**src/rtl/riscv_run_pkg.sv**
```systemverilog
// Shared definitions for the riscv_top run controller and its optional PC trace.
// Holds the controller state encoding, trace buffer geometry and a width helper.
// No ports; imported by riscv_run_ctrl and riscv_run_trace.
package riscv_run_pkg;

  typedef enum logic [1:0] {
    IDLE = 2'd0,
    HOLD = 2'd1,
    RUN  = 2'd2,
    DONE = 2'd3
  } run_state_t;

  localparam int TRACE_DEPTH = 8;
  localparam int TRACE_IDX_W = 3;

  // Bits needed to hold values 0..n (at least one bit).
  function automatic int cnt_width(input int n);
    return (n < 2) ? 1 : $clog2(n + 1);
  endfunction

endpackage

```
**src/rtl/riscv_run_trace.sv**
```systemverilog
// PC trace ring buffer: records the snooped PC once per RUN cycle, last 8 entries.
// Ports: clk/rst (async active-low), clr (sync clear), wr_en/wr_addr (write port),
//        rd_idx/rd_addr (combinational read, idx 0 = most recent, k = k entries back).
module riscv_run_trace
  import riscv_run_pkg::*;
#(
  parameter int ADDR_W = 16
) (
  input  logic                   clk,
  input  logic                   rst,
  input  logic                   clr,
  input  logic                   wr_en,
  input  logic [ADDR_W-1:0]      wr_addr,
  input  logic [TRACE_IDX_W-1:0] rd_idx,
  output logic [ADDR_W-1:0]      rd_addr
);

  logic [ADDR_W-1:0]      mem [TRACE_DEPTH];
  logic [TRACE_IDX_W-1:0] wptr;
  logic [TRACE_IDX_W-1:0] rd_ptr;

  // Clearing every entry (not just the pointer) is what makes unwritten slots read 0.
  always_ff @(posedge clk or negedge rst) begin
    if (!rst) begin
      for (int i = 0; i < TRACE_DEPTH; i++) mem[i] <= '0;
      wptr <= '0;
    end else if (clr) begin
      for (int i = 0; i < TRACE_DEPTH; i++) mem[i] <= '0;
      wptr <= '0;
    end else if (wr_en) begin
      mem[wptr] <= wr_addr;
      wptr      <= wptr + TRACE_IDX_W'(1);
    end
  end

  // wptr points at the next free slot; modulo-8 arithmetic walks back from there.
  assign rd_ptr  = wptr - TRACE_IDX_W'(1) - rd_idx;
  assign rd_addr = mem[rd_ptr];

endmodule

```
**src/rtl/riscv_run_ctrl.sv**
```systemverilog
// Run controller for riscv_top: sequences core reset, counts RUN cycles and
// ends a run on PC self-loop (halt) or cycle budget (timeout). Optional PC trace
// ring buffer when RISCV_RUN_TRACE_EN is defined.
// Ports: clk, rst (async active-low), start (pulse, honoured in IDLE/DONE),
//        addr_in (snooped PC); outputs core_rst (active-low core reset), running,
//        done, halted, timeout, cycles -- all registered.
//        With RISCV_RUN_TRACE_EN: trace_idx in, trace_addr out.
module riscv_run_ctrl
  import riscv_run_pkg::*;
#(
  parameter int ADDR_W      = 16,
  parameter int CNT_W       = 32,
  parameter int RST_CYCLES  = 2,
  parameter int MAX_CYCLES  = 100,
  parameter int HALT_REPEAT = 4
) (
  input  logic              clk,
  input  logic              rst,
  input  logic              start,
  input  logic [ADDR_W-1:0] addr_in,
  output logic              core_rst,
  output logic              running,
  output logic              done,
  output logic              halted,
  output logic              timeout,
  output logic [CNT_W-1:0]  cycles
`ifdef RISCV_RUN_TRACE_EN
  ,
  input  logic [TRACE_IDX_W-1:0] trace_idx,
  output logic [ADDR_W-1:0]      trace_addr
`endif
);

  localparam int HOLD_W = cnt_width(RST_CYCLES);
  localparam int RPT_W  = cnt_width(HALT_REPEAT);

  localparam logic [HOLD_W-1:0] HOLD_LOAD = HOLD_W'(RST_CYCLES - 1);
  localparam logic [CNT_W-1:0]  CYC_LAST  = CNT_W'(MAX_CYCLES - 1);
  localparam logic [RPT_W-1:0]  RPT_MAX   = RPT_W'(HALT_REPEAT);
  // HALT_REPEAT equal addresses span HALT_REPEAT-1 matches; halt fires on the
  // match that brings the count to HALT_REPEAT-1, i.e. when the count before it
  // is already HALT_REPEAT-2.
  localparam logic [RPT_W-1:0]  RPT_THR   = RPT_W'((HALT_REPEAT > 1) ? HALT_REPEAT - 2 : 0);

  run_state_t        state, state_nxt;
  logic [HOLD_W-1:0] hold_cnt, hold_nxt;
  logic [RPT_W-1:0]  rpt_cnt, rpt_nxt;
  logic [ADDR_W-1:0] prev_addr, prev_nxt;
  logic [CNT_W-1:0]  cycles_nxt;
  logic              core_rst_nxt, running_nxt, done_nxt, halted_nxt, timeout_nxt;

  logic first_run;
  logic addr_match;
  logic halt_hit;
  logic timeout_hit;

  // cycles is cleared on RUN entry and cannot wrap inside RUN, so zero marks the
  // first RUN cycle, where prev_addr still holds a stale value.
  assign first_run   = (cycles == '0);
  assign addr_match  = !first_run && (addr_in == prev_addr);
  assign halt_hit    = (HALT_REPEAT != 0) && addr_match && (rpt_cnt >= RPT_THR);
  assign timeout_hit = (cycles == CYC_LAST);

  always_ff @(posedge clk or negedge rst) begin
    if (!rst) begin
      state     <= IDLE;
      hold_cnt  <= '0;
      rpt_cnt   <= '0;
      prev_addr <= '0;
      cycles    <= '0;
      core_rst  <= 1'b0;
      running   <= 1'b0;
      done      <= 1'b0;
      halted    <= 1'b0;
      timeout   <= 1'b0;
    end else begin
      state     <= state_nxt;
      hold_cnt  <= hold_nxt;
      rpt_cnt   <= rpt_nxt;
      prev_addr <= prev_nxt;
      cycles    <= cycles_nxt;
      core_rst  <= core_rst_nxt;
      running   <= running_nxt;
      done      <= done_nxt;
      halted    <= halted_nxt;
      timeout   <= timeout_nxt;
    end
  end

  always_comb begin
    state_nxt    = state;
    hold_nxt     = hold_cnt;
    rpt_nxt      = rpt_cnt;
    prev_nxt     = prev_addr;
    cycles_nxt   = cycles;
    core_rst_nxt = core_rst;
    running_nxt  = running;
    done_nxt     = done;
    halted_nxt   = halted;
    timeout_nxt  = timeout;

    case (state)
      IDLE: begin
        core_rst_nxt = 1'b0;
        if (start) begin
          state_nxt = HOLD;
          hold_nxt  = HOLD_LOAD;
        end
      end

      HOLD: begin
        core_rst_nxt = 1'b0;
        if (hold_cnt == '0) begin
          state_nxt    = RUN;
          core_rst_nxt = 1'b1;
          running_nxt  = 1'b1;
          cycles_nxt   = '0;
          rpt_nxt      = '0;
        end else begin
          hold_nxt = hold_cnt - HOLD_W'(1);
        end
      end

      RUN: begin
        prev_nxt = addr_in;
        if (addr_match) begin
          rpt_nxt = (rpt_cnt == RPT_MAX) ? rpt_cnt : rpt_cnt + RPT_W'(1);
        end else begin
          rpt_nxt = '0;
        end

        // Halt outranks timeout when both land on the same cycle. The exit
        // cycle does not increment, so cycles shows the last RUN cycle index.
        if (halt_hit) begin
          state_nxt   = DONE;
          running_nxt = 1'b0;
          done_nxt    = 1'b1;
          halted_nxt  = 1'b1;
        end else if (timeout_hit) begin
          state_nxt   = DONE;
          running_nxt = 1'b0;
          done_nxt    = 1'b1;
          timeout_nxt = 1'b1;
        end else begin
          cycles_nxt = cycles + CNT_W'(1);
        end
      end

      DONE: begin
        // Core keeps running out of reset here; its outputs are simply ignored.
        if (start) begin
          state_nxt    = HOLD;
          hold_nxt     = HOLD_LOAD;
          core_rst_nxt = 1'b0;
          done_nxt     = 1'b0;
          halted_nxt   = 1'b0;
          timeout_nxt  = 1'b0;
        end
      end

      default: begin
        state_nxt = IDLE;
      end
    endcase
  end

`ifdef RISCV_RUN_TRACE_EN
  logic trace_wr;
  logic trace_clr;

  assign trace_wr  = (state == RUN);
  assign trace_clr = start && ((state == IDLE) || (state == DONE));

  riscv_run_trace #(
    .ADDR_W (ADDR_W)
  ) u_trace (
    .clk     (clk),
    .rst     (rst),
    .clr     (trace_clr),
    .wr_en   (trace_wr),
    .wr_addr (addr_in),
    .rd_idx  (trace_idx),
    .rd_addr (trace_addr)
  );
`endif

endmodule
```
**config.mk**
```make
export PLATFORM = sky130hd
export DESIGN_NAME = riscv_run_ctrl
export DESIGN_NICKNAME = d
export VERILOG_FILES = /design/src/rtl/riscv_run_pkg.sv /design/src/rtl/riscv_run_trace.sv /design/src/rtl/riscv_run_ctrl.sv
export SDC_FILE = /design/constraint.sdc
export NUM_CORES = 1
export LEC_CHECK = 0
export ABC_AREA = 1
export BUFFER_PORTS_ARGS = -buffer_cell sky130_fd_sc_hd__buf_2
export CAP_MARGIN = 10
export CELL_PAD_IN_SITES_DETAIL_PLACEMENT = 1
export CELL_PAD_IN_SITES_GLOBAL_PLACEMENT = 2
export CORE_UTILIZATION = 31
export DETAILED_ROUTE_END_ITERATION = 6
export PLACE_DENSITY = 0.85
export SETUP_SLACK_MARGIN = 0.1
export SLEW_MARGIN = 20
export SYNTH_ARGS = -nofsm -noshare
export SYNTH_HDL_FRONTEND = slang
export SYNTH_SLANG_ARGS = --single-unit
```
**constraint.sdc**
```tcl
create_clock -name clk -period 2.1 [get_ports clk]
set_input_delay 0.42 -clock clk [delete_from_list [all_inputs] [get_ports clk]]
set_output_delay 0.42 -clock clk [all_outputs]
set_load 0.1 [all_outputs]
```
==> impl_metrics.csv <==
group,metric,value,unit
global_route,grt_pass1_vias,4546,
route,drtIter0Drc,208,
sta,slew_viol_final,0,
power_and_ir_drop,power,5.99,mW
yosys,ys.flop_type,"dfrtp_1",
sta,rsz0062_at_grt,"no",
finish,antenna_cells,0,
sta,fmax,530,MHz
run,max-cap-violations,0,
floorplanning,die_h,119,µm
finish,drive_gt1_frac,0.182,
power_and_ir_drop,powerDensity,1160,nW/µm²
yosys,syn_area,4230,µm²
power_and_ir_drop,p_int,3.32,mW
yosys,synth_top_area_frac,0.355,
placed_design,place_hpwl,9910,µm
clocking,clock-sinks,60,
yosys,ys_seq_elements,60,
worst_setup_path,r2r.worst_path.cells,10,
placed_design,io_buffers,55,
outcome,status,"completed",
sta,fin_ws,0.214,ns
hold_path,hp-class,"primary input to asynchronous set/reset pin",
power_and_ir_drop,p_clk_frac,0.289,
clocking,hold_buffers,0,
route,drtPass1Iterations,4,
global_route,grt_pass1_wl,22400,µm
worst_setup_path,cp-start-kind,"flip-flop",
yosys,synthMuxAreaShare,0,
worst_setup_path,endpoint_kind,"flip-flop",
yosys,yosysMostFrequentCell,"nand2_1",
finish,fin_nets,761,
power_and_ir_drop,power.leakage,2.65,nW
yosys,synth_commonest_cells,"nand2_1 (258), inv_1 (90), nor2_1 (81), dfrtp_1 (60), nand3_1 (54)",
placed_design,placed_cell_area,4760,µm²
yosys,synthArstFlopShare,1.00,
global_route,grt_max_degree,61,
sta,min_period,1.89,ns
placed_design,pre_cts_slack,0.168,ns
global_route,antenna_found_initial,0,
worst_setup_path,critPathArrivalTime,2.11,ns
yosys,avgSynthCellArea,6.32,µm²
yosys,synth_cells,669,
clocking,clockBufferDepth,2,
global_route,grt_overflow,0,
sta,setup_tns,0,ns
yosys,synth-simple-area-share,0.427,
floorplanning,core_area,13200,µm²
power_and_ir_drop,switching_share,0.446,
sta,slew_headroom,0.657,
clocking,cts.clk_slew.worst_paths,0.05,ns
clocking,cts_root_buffer,"clkbuf_16",
floorplanning,rows,42,
yosys,ys_warn_count,0,
yosys,synth_area_leaders,"dfrtp_1 (36%), nand2_1 (23%), inv_1 (8.0%), nor2_1 (7.2%), nand3_1 (6.4%)",
placed_design,gp_congestion,0.868,
floorplanning,start_util,0.319,
floorplanning,dieArea,14100,µm²
finish,nFillCells,1743,
worst_setup_path,crit_path_max_fanout,12,
finish,fin_area,5160,µm²
clocking,htree_levels,3,
yosys,synth_fa_ha_area_frac,0.0296,
sta,worst_slew_pin_slew,0.517,ns
floorplanning,fp.dieW,119,µm
route,vias,4376,
route,vias_per_cell,4.79,
clocking,cts_tree,"yes",
sta,setup_violations,0,
power_and_ir_drop,pwr-share-comb,0.447,
finish,finalCoreUtilization,0.390,
clocking,clk_latency,0.34,ns
route,drtAntennaViolNets,0,
power_and_ir_drop,seq_power_share,0.264,
yosys,synth_top_family_by_area,"simple AND/OR/NAND/NOR gates",
power_and_ir_drop,p_sw,2.67,mW
yosys,synth_top_area_cell,"dfrtp_1",
yosys,synth-edff-count,0,
worst_setup_path,r2r_start,"cycles[8]",
worst_setup_path,cp.required,2.32,ns
sta,timing.final.hold_violations,0,
yosys,synth_compound_area_frac,0.0654,
yosys,ys_types,30,
sta,skew,0.00771,ns
yosys,ys_seq_area_frac,0.355,
yosys,syn_nets,698,
worst_setup_path,r2r-end,"cycles[19]",
route,drc,0,
sta,finalCritPeriodShare,0.898,
global_route,track_usage,0.203,
route,wl_per_cell,14.8,µm
yosys,synth-xor-area-share,0.0166,
worst_setup_path,path_class,"flip-flop to flip-flop",
clocking,cts_made_buffers,9,
finish,syn_to_final_growth,22.1,%
route,wirelength,13500,µm
floorplanning,io_pins,56,
worst_setup_path,r2r_slack,0.21,ns
power_and_ir_drop,vdd_drop_max,0.764,mV
==> metrics by stage <==
step	instances	hold WS [ns]
finish	913	0.0827
global route	913	0.127
CTS	910	0.100
detailed placement	894	0.459
global placement	894	0.453
floorplan	669	0.124
==> worst max path at each step <==
stage / start / endpoint / slack (ns) / cells past startpoint
floorplan: cycles[30] / cycles[30] / 0.11 / 10
detailed placement: addr_in[5] / cycles[5] / 0.17 / 10
finish: cycles[8] / cycles[19] / 0.21 / 10
global route: cycles[2] / cycles[19] / 0.10 / 10
global placement: cycles[8] / cycles[24] / 0.25 / 9
CTS: state[1] / cycles[19] / 0.18 / 9
==> worst max-delay path, stage by stage (launching register included) <==
cell     delay, ns
dfrtp_2       0.43
inv_1         0.12
nand2_1       0.08
nor2_1        0.20
nand2_1       0.13
nor2_2        0.19
a31oi_4       0.10
buf_4         0.18
buf_6         0.15
nand3_1       0.11
nand2_1       0.06
==> power by group through the flow <==
| stage | clock, mW | sequential, mW | combinational [mW] |
|---|---|---|---|
| floorplan | 0 | 2.03 | 1.54 |
| global placement | 0 | 1.58 | 2.46 |
| detailed placement | 0 | 1.60 | 2.56 |
| CTS | 1.78 | 1.58 | 2.57 |
| global route | 1.82 | 1.61 | 3.00 |
| finish | 1.73 | 1.58 | 2.68 |
==> flip-flops by register name, indices dropped and copies added, names as in the netlist, 2 cells and up <==
signal	cells
cycles	32
hold_cnt	2
prev_addr	16
rpt_cnt	3
state	2
==> cell families (layout without fill, tap and decap cells) <==
logic type | Yosys count | in the layout
buffers and inverters | 110 | 177
DFF | 60 | 60
and+or+nand+nor | 432 | 433
AOI/OAI and AO/OA | 49 | 49
xor gates and xnor gates | 8 | 8
adders and majority gates | 10 | 10
==> layer usage <==
metal  track usage  vias to the layer above  part of all wire  routed length [µm]
met3        0.0343                       17             0.029                 389
met1         0.255                     2107              0.47                6380
met5             0                        -                 0                   0
met2         0.346                       57              0.48                6480
met4        0.0767                        0             0.019                 255
li1              -                     2195                 -                   -
==> cell type report <==
class                   count  area [µm²]  area share
well taps                 176         220      0.0427
repair buffers             68         404      0.0783
flip-flops and latches     60        1540       0.298
clock buffers              10         229      0.0444
clock inverters             6         113      0.0218
multi-input cells         500        2310       0.447
inverters                  93         349      0.0677
==> cell usage in the layout (no fill, tap or decap) <==
cell type / Yosys / layout
nand3_1: 54 / 54
nor3_2: 2 / 2
nor2_4: 1 / 1
nand4_4: 1 / 1
nand3_2: 1 / 1
nor3_1: 16 / 16
buf_2: 7 / 55
ha_2: 0 / 2
nor2_1: 81 / 80
nor2_2: 4 / 5
nand2_1: 258 / 257
buf_12: 0 / 1
a31oi_4: 1 / 1
xnor2_1: 4 / 4
clkbuf_1: 6 / 1
nor3b_1: 1 / 1
buf_8: 0 / 1
clkbuf_16: 0 / 9
bufinv_16: 0 / 3
o22ai_1: 2 / 2
xor2_1: 4 / 4
a31oi_1: 1 / 1
clkinv_4: 0 / 2
o21ai_4: 1 / 1
dfrtp_2: 0 / 29
inv_2: 3 / 3
clkinv_2: 0 / 1
o21ai_0: 26 / 26
buf_6: 3 / 3
or2_2: 1 / 1
nand2_4: 1 / 1
inv_1: 90 / 90
a21oi_1: 18 / 18
dfrtp_1: 60 / 31
ha_1: 10 / 8
buf_4: 1 / 8
nand2_2: 1 / 2
nand4_1: 10 / 10
nand2_8: 0 / 1
==> what timing repair did <==
item                       4_1_cts  5_1_grt
gates resized for setup          0        9
setup buffers                    0        2
setup endpoints to repair        0       33
Power figures use the tool's default switching activity.
